[src/rtl/fifo_pkg.sv]
// Shared definitions for the asynchronous FIFO: Gray/binary conversion,
// default parameters and the output-mode enum.
package fifo_pkg;

    localparam int DEF_DATA_WIDTH  = 32;
    localparam int DEF_ADDR_WIDTH  = 5;
    localparam int DEF_SYNC_STAGES = 2;
    localparam int DEF_FWFT        = 0;

    // Widest pointer the converters handle; narrower pointers are zero-extended
    // on the way in and truncated on the way out, which leaves the low bits exact.
    localparam int GRAY_W = 32;

    typedef enum logic {
        STD  = 1'b0,
        FWFT = 1'b1
    } fifo_mode_e;

    function automatic logic [GRAY_W-1:0] bin2gray(input logic [GRAY_W-1:0] bin);
        return bin ^ (bin >> 1);
    endfunction

    function automatic logic [GRAY_W-1:0] gray2bin(input logic [GRAY_W-1:0] gray);
        logic [GRAY_W-1:0] bin;
        bin[GRAY_W-1] = gray[GRAY_W-1];
        for (int i = GRAY_W - 2; i >= 0; i--) begin
            bin[i] = bin[i+1] ^ gray[i];
        end
        return bin;
    endfunction

endpackage

[src/rtl/fifo_ptr_sync.sv]
// Multi-flop synchroniser for a Gray-coded pointer crossing into this clock
// domain; shared by the read- and write-side controllers.
module fifo_ptr_sync
    import fifo_pkg::*;
#(
    parameter int WIDTH  = DEF_ADDR_WIDTH + 1,
    parameter int STAGES = DEF_SYNC_STAGES
) (
    input  logic             clk_i,
    input  logic             hw_rst_i,
    input  logic             sw_rst_i,
    input  logic [WIDTH-1:0] d_i,
    output logic [WIDTH-1:0] q_o
);

    logic [STAGES-1:0][WIDTH-1:0] sync_q;

    always_ff @(posedge clk_i or posedge hw_rst_i) begin
        if (hw_rst_i) begin
            sync_q <= '0;
        end else if (sw_rst_i) begin
            sync_q <= '0;
        end else begin
            sync_q[0] <= d_i;
            for (int i = 1; i < STAGES; i++) begin
                sync_q[i] <= sync_q[i-1];
            end
        end
    end

    assign q_o = sync_q[STAGES-1];

endmodule

[src/rtl/fifo_rd_ctrl.sv]
// Read-domain controller of the asynchronous FIFO, clocked only on rclk.
// Owns the read pointer and RAM read port and produces the read-side status.
module fifo_rd_ctrl #(
    parameter int DATA_WIDTH  = fifo_pkg::DEF_DATA_WIDTH,
    parameter int ADDR_WIDTH  = fifo_pkg::DEF_ADDR_WIDTH,
    parameter int SYNC_STAGES = fifo_pkg::DEF_SYNC_STAGES,
    parameter int FWFT        = fifo_pkg::DEF_FWFT
) (
    input  logic                  rclk,
    input  logic                  hw_rst,
    input  logic                  sw_rst,
    input  logic                  read_enable,
    input  logic [ADDR_WIDTH-1:0] aempty_value,
    input  logic [ADDR_WIDTH:0]   wptr_gray_async,
    input  logic [DATA_WIDTH-1:0] mem_rdata,
    output logic [ADDR_WIDTH-1:0] mem_raddr,
    output logic [ADDR_WIDTH:0]   rptr_gray,
    output logic [DATA_WIDTH-1:0] read_data,
    output logic                  read_valid,
    output logic                  rdempty,
    output logic                  rd_almost_empty,
    output logic                  underflow,
    output logic [ADDR_WIDTH:0]   fifo_read_count,
    output logic [ADDR_WIDTH:0]   rd_level
);

    localparam int PW = ADDR_WIDTH + 1;
    localparam int GW = fifo_pkg::GRAY_W;
    localparam fifo_pkg::fifo_mode_e MODE = (FWFT != 0) ? fifo_pkg::FWFT : fifo_pkg::STD;

    logic [PW-1:0]         wgray_s, wbin_s;
    logic [PW-1:0]         rbin_q, rbin_d, rgray_q, rgray_d;
    logic [PW-1:0]         count_q, count_d, level_q, level_d;
    logic [DATA_WIDTH-1:0] data_q, data_d;
    logic                  valid_q, valid_d, empty_q, empty_d;
    logic                  aempty_q, aempty_d, underflow_q, underflow_d;
    // rd_inc: a word leaves the RAM (rbin advances, output register loads).
    // pop_ok: a word is handed to the read agent (counted).
    logic                  rd_inc, pop_ok;

    fifo_ptr_sync #(
        .WIDTH  (PW),
        .STAGES (SYNC_STAGES)
    ) u_wptr_sync (
        .clk_i    (rclk),
        .hw_rst_i (hw_rst),
        .sw_rst_i (sw_rst),
        .d_i      (wptr_gray_async),
        .q_o      (wgray_s)
    );

    assign wbin_s = PW'(fifo_pkg::gray2bin(GW'(wgray_s)));

    // Handshake: read_enable is a request; a word transfers on an edge where
    // read_enable is high and the FIFO is not empty (STD) or read_valid is high (FWFT).
    if (MODE == fifo_pkg::FWFT) begin : g_fwft
        logic [PW-1:0] wbin_vis_q;
        logic          ram_has_word;

        // Prefetch looks one cycle behind the level so the first word lands
        // one edge after its occupancy becomes visible.
        always_ff @(posedge rclk or posedge hw_rst) begin
            if (hw_rst) begin
                wbin_vis_q <= '0;
            end else if (sw_rst) begin
                wbin_vis_q <= '0;
            end else begin
                wbin_vis_q <= wbin_s;
            end
        end

        assign ram_has_word = (wbin_vis_q != rbin_q);
        assign pop_ok       = read_enable && valid_q;
        assign rd_inc       = ram_has_word && (!valid_q || pop_ok);
        assign valid_d      = rd_inc || (valid_q && !pop_ok);
        assign level_d      = wbin_s - rbin_d + PW'(valid_d);
        assign empty_d      = !valid_d;
    end else begin : g_std
        assign pop_ok  = read_enable && !empty_q;
        assign rd_inc  = pop_ok;
        assign valid_d = pop_ok;
        assign level_d = wbin_s - rbin_d;
        assign empty_d = (level_d == '0);
    end

    assign rbin_d      = rbin_q + PW'(rd_inc);
    assign rgray_d     = PW'(fifo_pkg::bin2gray(GW'(rbin_d)));
    assign count_d     = count_q + PW'(pop_ok);
    assign data_d      = rd_inc ? mem_rdata : data_q;
    assign aempty_d    = (level_d <= {1'b0, aempty_value});
    assign underflow_d = read_enable && empty_q;

    always_ff @(posedge rclk or posedge hw_rst) begin
        if (hw_rst) begin
            rbin_q      <= '0;
            rgray_q     <= '0;
            count_q     <= '0;
            level_q     <= '0;
            data_q      <= '0;
            valid_q     <= 1'b0;
            empty_q     <= 1'b1;
            aempty_q    <= 1'b1;
            underflow_q <= 1'b0;
        end else if (sw_rst) begin
            rbin_q      <= '0;
            rgray_q     <= '0;
            count_q     <= '0;
            level_q     <= '0;
            data_q      <= '0;
            valid_q     <= 1'b0;
            empty_q     <= 1'b1;
            aempty_q    <= 1'b1;
            underflow_q <= 1'b0;
        end else begin
            rbin_q      <= rbin_d;
            rgray_q     <= rgray_d;
            count_q     <= count_d;
            level_q     <= level_d;
            data_q      <= data_d;
            valid_q     <= valid_d;
            empty_q     <= empty_d;
            aempty_q    <= aempty_d;
            underflow_q <= underflow_d;
        end
    end

    assign mem_raddr       = rbin_q[ADDR_WIDTH-1:0];
    assign rptr_gray       = rgray_q;
    assign read_data       = data_q;
    assign read_valid      = valid_q;
    assign rdempty         = empty_q;
    assign rd_almost_empty = aempty_q;
    assign underflow       = underflow_q;
    assign fifo_read_count = count_q;
    assign rd_level        = level_q;

endmodule
[config.mk]
export PLATFORM = sky130hd
export DESIGN_NAME = fifo_rd_ctrl
export DESIGN_NICKNAME = d
export VERILOG_FILES = /design/src/rtl/fifo_pkg.sv /design/src/rtl/fifo_ptr_sync.sv /design/src/rtl/fifo_rd_ctrl.sv
export SDC_FILE = /design/constraint.sdc
export NUM_CORES = 1
export LEC_CHECK = 0
export CORE_MARGIN = 2
export CORE_UTILIZATION = 40
export DETAILED_ROUTE_END_ITERATION = 12
export GPL_TIMING_DRIVEN = 1
export PLACE_DENSITY = 0.81
export SLEW_MARGIN = 20
export SYNTH_ARGS = -nofsm -noshare
export SYNTH_HDL_FRONTEND = slang
export SYNTH_SLANG_ARGS = --single-unit
export TNS_END_PERCENT = 30
[constraint.sdc]
create_clock -name rclk -period 3.2 [get_ports rclk]
set_clock_uncertainty 0.05 [all_clocks]
set_input_delay 0.48 -clock rclk [delete_from_list [all_inputs] [get_ports rclk]]
set_output_delay 0.48 -clock rclk [all_outputs]
set_load 0.02 [all_outputs]
# [Word-level counts from Yosys, hierarchy flattened]
# Index checks and enable logic that the tools add are counted.
# W data, S select, Z words.
[totals] regBits=72 input_bits=47 output_inout_bits=59 wordCells=37
[classes] n_addsub=3 magnitude_cmp=1 muxes=11 n_bitwise=6 n_reduce_logical=5
[ops] cell="$mux W32" count=2
[ops] cell="$mux W6" count=4
[ops] cell="$add A6 B1 Y6" count=2
[ops] cell="$mux W12" count=1
[ops] cell="$le A6 B5 Y1" count=1
[ops] cell="$logic_not A6 Y1" count=1
[ops] cell="$sub A6 B6 Y6" count=1
[ops] cell="$xor A6 B5 Y6" count=1
[ops] cell="$xor A1 B1 Y1" count=5
[ops] cell="$mux W1" count=4
[ops] cell="$logic_and A1 B1 Y1" count=2
[ops] cell="$reduce_bool A2 Y1" count=1
[ops] cell="$logic_not A1 Y1" count=1

# [Depth between registers and ports, before layout]
[depth] ltp_word=8 depth_mapped=15 mapped_depth_nobuf=15

# [Cells and area by module]
# A second synthesis with hierarchy kept.
[hier_totals] hier_cells=236 hier_area_um2=3039.2
[by_module_without_submodules] module="fifo_rd_ctrl" instances=1 cells_each=204 area_each_um2=2563.7 seq_area_each_um2=1478.9
[by_module_without_submodules] module="fifo_ptr_sync" instances=1 cells_each=32 area_each_um2=475.5 seq_area_each_um2=300.3

# [Worst setup path before layout]
# Ideal clock, no wire load.
[synth_path] kind="register to register" startpoint="register u_wptr_sync.sync_q, in the netlist u_wptr_sync.q_o[5]" endpoint="register aempty_q (netlist: rd_almost_empty)" setup_ps=59 arrival_ps=3237 required_ps=3091 setup_slack_ps=-146 path_stages_with_launch=15 n_path_buf=0 period_less_slack_ps=3346 cell_sequence="dfrtp_1 xnor3_1 xor2_2 xnor2_1 xnor2_1 ha_1 inv_1 fa_1 ha_1 nor2b_1 o21a_1 o21a_1 o21a_1 o22ai_1 a21o_1"
[synth_via] elab_chain_cells=8
[synth_lines] element="start, declared" line_no="fifo_ptr_sync.sv:16" rtl="logic [STAGES-1:0][WIDTH-1:0] sync_q;"
[synth_lines] element="start signal, assigned by index" line_no="fifo_ptr_sync.sv:26" rtl="sync_q[i] <= sync_q[i-1];"
[synth_lines] element="$xor A1 B1 Y1 (5 in series)" line_no="fifo_pkg.sv:27" rtl="bin[i] = bin[i+1] ^ gray[i];"
[synth_lines] element="$sub A6 B6 Y6 *" line_no="fifo_rd_ctrl.sv:82" rtl="assign level_d = wbin_s - rbin_d;"
[synth_lines] element="$le A6 B5 Y1 *" line_no="fifo_rd_ctrl.sv:90" rtl="assign aempty_d = (level_d <= {1'b0, aempty_value});"
[synth_lines] element="$mux W1 *" line_no="fifo_rd_ctrl.sv:104" rtl="end else if (sw_rst) begin"
[synth_lines] element="end signal, assigned" line_no="fifo_rd_ctrl.sv:122" rtl="aempty_q <= aempty_d;"
[synth_lines] element="end, declared" line_no="fifo_rd_ctrl.sv:36" rtl="logic aempty_q, aempty_d, underflow_q, underflow_d;"
# Mark *: on every way between the ends. The rest lies on a longest branch, timed or not.
# A chain may end at the register's enable or synchronous reset.

# [Worst setup path after layout]
# Same ends and word-level chain as after synthesis.

==> flow_summary.yaml <==
layout:
  antennaDiodeCount: 0
  drive_above_1_share_pct: 13.1
  stdcell_count: 459
  seqCellArea_sq_um: 1780
  area_delta_synth_final_pct: 50.4
  nFillCells: 585
  design.final.nets: 420
  multi_input_area_sq_um: 1110
timing:
  tightest_slew_ns: 0.747
  setup_viol: 1
  finalCritPeriodShare_pct: 105
  hold_violations: 0
  slew_violations: 0
  relSlewSlack_pct: 50.1
  post-route-min-period_ns: 3.35
  setup_ws_ns: -0.145
  fmax_mhz: 299
  finalSetupTns_ns: -0.145
  rsz0062_at_grt: "true"
grt:
  grt_pass1_wl_microns: 10800
  grt_util_all_layers_pct: 16.9
  overflow: 0
  grt_max_degree: 40
  grt_pass1_vias: 2277
  antenna_found_initial: 0
logic_synthesis:
  ys_warn_count: 0
  syn_area_per_cell_sq_um: 12.9
  syn-num-nets: 291
  postSynthCellCount: 229
  ys_seq_area_share_pct: 60.5
  ys_seq_elements: 71
  yosysUniqueCellTypes: 29
  syn-cell-area_sq_um: 2940
power:
  total_power_mw: 2.13
  combPwrFrac_pct: 27.1
  power_density_nw_per_um2: 482
  peakVddDrop_mv: 0.235
  power.switching_mw: 0.582
  sw_frac_of_total_pct: 27.3
  p_int_mw: 1.55
  clkPwrFrac_pct: 26.7
  leakagePower_nw: 2.04
  power_frac_seq_pct: 46.2
routing:
  drtAntennaViolNets: 0
  finalWirelength_microns: 6520
  post_drt_wl_per_cell_microns: 14.2
  via_per_inst: 4.75
  drt_iter0_markers: 117
  dr_total_vias: 2179
  drc: 0
  drt_first_pass_iters: 4
min_path:
  min_from: "u_wptr_sync.sync_q[1]"
  min_to: "u_wptr_sync.q_o[1]"
  hold_path_class: "reg -> reg"
  holdPathStages: 1
critical_path:
  critPathKind: "reg -> reg"
  rr_startpoint: "u_wptr_sync.q_o[5]"
  path_cells: "xnor3_2, xor2_2, xnor2_2, xnor2_1, ha_2, inv_1, fa_1, ha_1, nor2b_1, o21a_1, o21a_1, o21a_1, o22ai_2, a21o_1"
  path_buf_inv: 1
  crit_fanout: 2
  r2r_cells: 14
  crit_family: "XOR/XNOR gates"
  required_ns: 3.42
  cpMostUsedCell: "o21a_1"
  cp-end-kind: "flip-flop"
  cp.arrival_ns: 3.57
  slowest_stage: "fa_1"
  reg2reg_slack_ns: -0.15
  startpoint_type: "flip-flop"
  worstReg2RegEnd: "rd_almost_empty"
  slowest_delay_ns: 0.46
floorplan:
  coreArea_sq_um: 7180
  row_count: 31
  io_pins: 106
  die_w_microns: 89.8
  dieArea_sq_um: 8060
  dieHeight_microns: 89.8
  start_util_pct: 41.0
run_status:
  status: "complete, but fails checks"
  violations: "setup timing"
placed_design:
  place.gp.congestion: 0.818
  post-dp-hpwl_microns: 4790
  io_buffers: 105
  place_inst: 442
clocking:
  clkTransAtPathRegs_ns: 0.06
  clk_path_buf_depth: 2
  numCtsBuffers: 9
  cts-root-buf: "clkbuf_8"
  cts_tree: "done"
  clock_sinks: 71
  cts-htree-levels: 3
  clk_latency_ns: 0.32
  holdBufCountCts: 0
run:
  max_cap_viol_count: 0
-- cells in the mapped netlist --
cell type   n  area share, %
dfrtp_1    69             59
a22o_1     32            9.5
nor2b_1    21            4.5
nor2_1     20            2.6
ha_1       14            6.0
xnor2_1    12            3.6
inv_1      10            1.3
xor2_1      9            2.7
clkbuf_1    8            1.0
nand3_1     6            1.0
o21a_1      4            1.0
nand2_1     3           0.38
a21oi_1     2           0.34
buf_6       2           0.77
dfstp_2     2            1.8
o21ai_0     2           0.34
a21o_1      1           0.26
a31o_1      1           0.30
and3_1      1           0.21
and3b_1     1           0.30
fa_1        1           0.68
nand2b_1    1           0.21
nor3b_1     1           0.26
nor4b_1     1           0.30
o21ai_2     1           0.30
o22ai_1     1           0.21
o31a_1      1           0.30
xnor3_1     1           0.77
xor2_2      1           0.55
-- how the worst max path moves through the flow --
stage                                  start              end  slack, ns  depth (start not counted)
final                     u_wptr_sync.q_o[5]  rd_almost_empty      -0.15                         14
after global routing      u_wptr_sync.q_o[5]  rd_almost_empty      -0.25                         14
after CTS                 u_wptr_sync.q_o[4]  rd_almost_empty      -0.12                         14
after detailed placement         read_enable  rd_almost_empty      -0.28                         14
after global placement           read_enable  rd_almost_empty      -0.18                         13
after floorplan           u_wptr_sync.q_o[5]  rd_almost_empty      -0.05                         14
-- state kept, by name (all words and copies together) (netlist names) --
| name | cells |
|---|---|
| read_data | 32 |
| fifo_read_count | 6 |
| rbin_q | 6 |
| rd_level | 6 |
| u_wptr_sync.q_o | 6 |
| u_wptr_sync.sync_q | 6 |
| rptr_gray | 5 |
| rd_almost_empty | 1 |
| rdempty | 1 |
| read_valid | 1 |
| underflow | 1 |
-- cells by family (layout without fill, tap and decap cells) --
group	after synthesis	count (layout)	synth area share, %
flops	71	71	60.5
simple gates	55	55	9.69
compound gates	45	45	12.6
xor+xnor	23	23	7.57
buf+inv	20	151	3.06
fa+ha+maj	15	15	6.63
-- final cells by class --
type / instances / share of cell area (%)
Clock buffer: 11 / 3.19
Clock inverter: 2 / 0.226
Inverter: 10 / 0.848
Multi-Input combinational cell: 138 / 25.1
Sequential cell: 71 / 40.2
Tap cell: 99 / 2.80
Timing Repair Buffer: 128 / 27.6
-- layer usage --
layer	vias to the layer above	track usage, %	routed length (microns)
li1	1035	-	-
met1	1043	21.0	2810
met2	85	28.2	3240
met3	16	3.19	286
met4	0	9.10	187
met5	-	0	0
-- cell usage in the layout (no fill, tap or decap), types with 2 or more instances in the layout --
cell / n
clkdlybuf4s50_1: 105
dfstp_2: 2
a21oi_1: 2
xor2_2: 2
nand2_1: 3
a22o_1: 32
ha_1: 13
nand3_1: 6
buf_4: 23
inv_1: 9
clkbuf_8: 10
nor2b_1: 21
clkinv_2: 2
o21ai_0: 2
xor2_1: 8
dfrtp_1: 69
xnor2_1: 11
o21a_1: 4
nor2_1: 19
-- power by group through the flow --
stage,sequential [mW],combinational (mW),clock (mW)
5_1_grt,0.992,0.623,0.627
6_report,0.986,0.577,0.570
4_1_cts,0.986,0.560,0.592
3_3_place_gp,1.00,0.532,0
3_5_place_dp,1.00,0.551,0
2_1_floorplan,1.06,0.228,0
-- timing repair --
item / 4_1_cts / 5_1_grt
endpoints found under the setup margin: 1 / 1
pin swaps: 2 / 6
buffers inserted: 1 / 3
resized for setup: 1 / 3
gates cloned: 0 / 0
endpoints found under the hold margin: 0 / 0
-- through the flow --
| stage | setup WS, ns | utilization (%) | hold WS [ns] | area [sq um] |
|---|---|---|---|---|
| global placement | -0.177 | 58.8 | 0.392 | 4220 |
| CTS | -0.122 | 61.2 | 0.417 | 4390 |
| detailed placement | -0.283 | 58.9 | 0.399 | 4230 |
| floorplan | -0.0480 | - | 0.389 | 2950 |
| finish | -0.145 | 61.7 | 0.413 | 4430 |
| global route | -0.252 | 61.7 | 0.437 | 4430 |
Note: power is estimated with default switching activity, not from simulation.
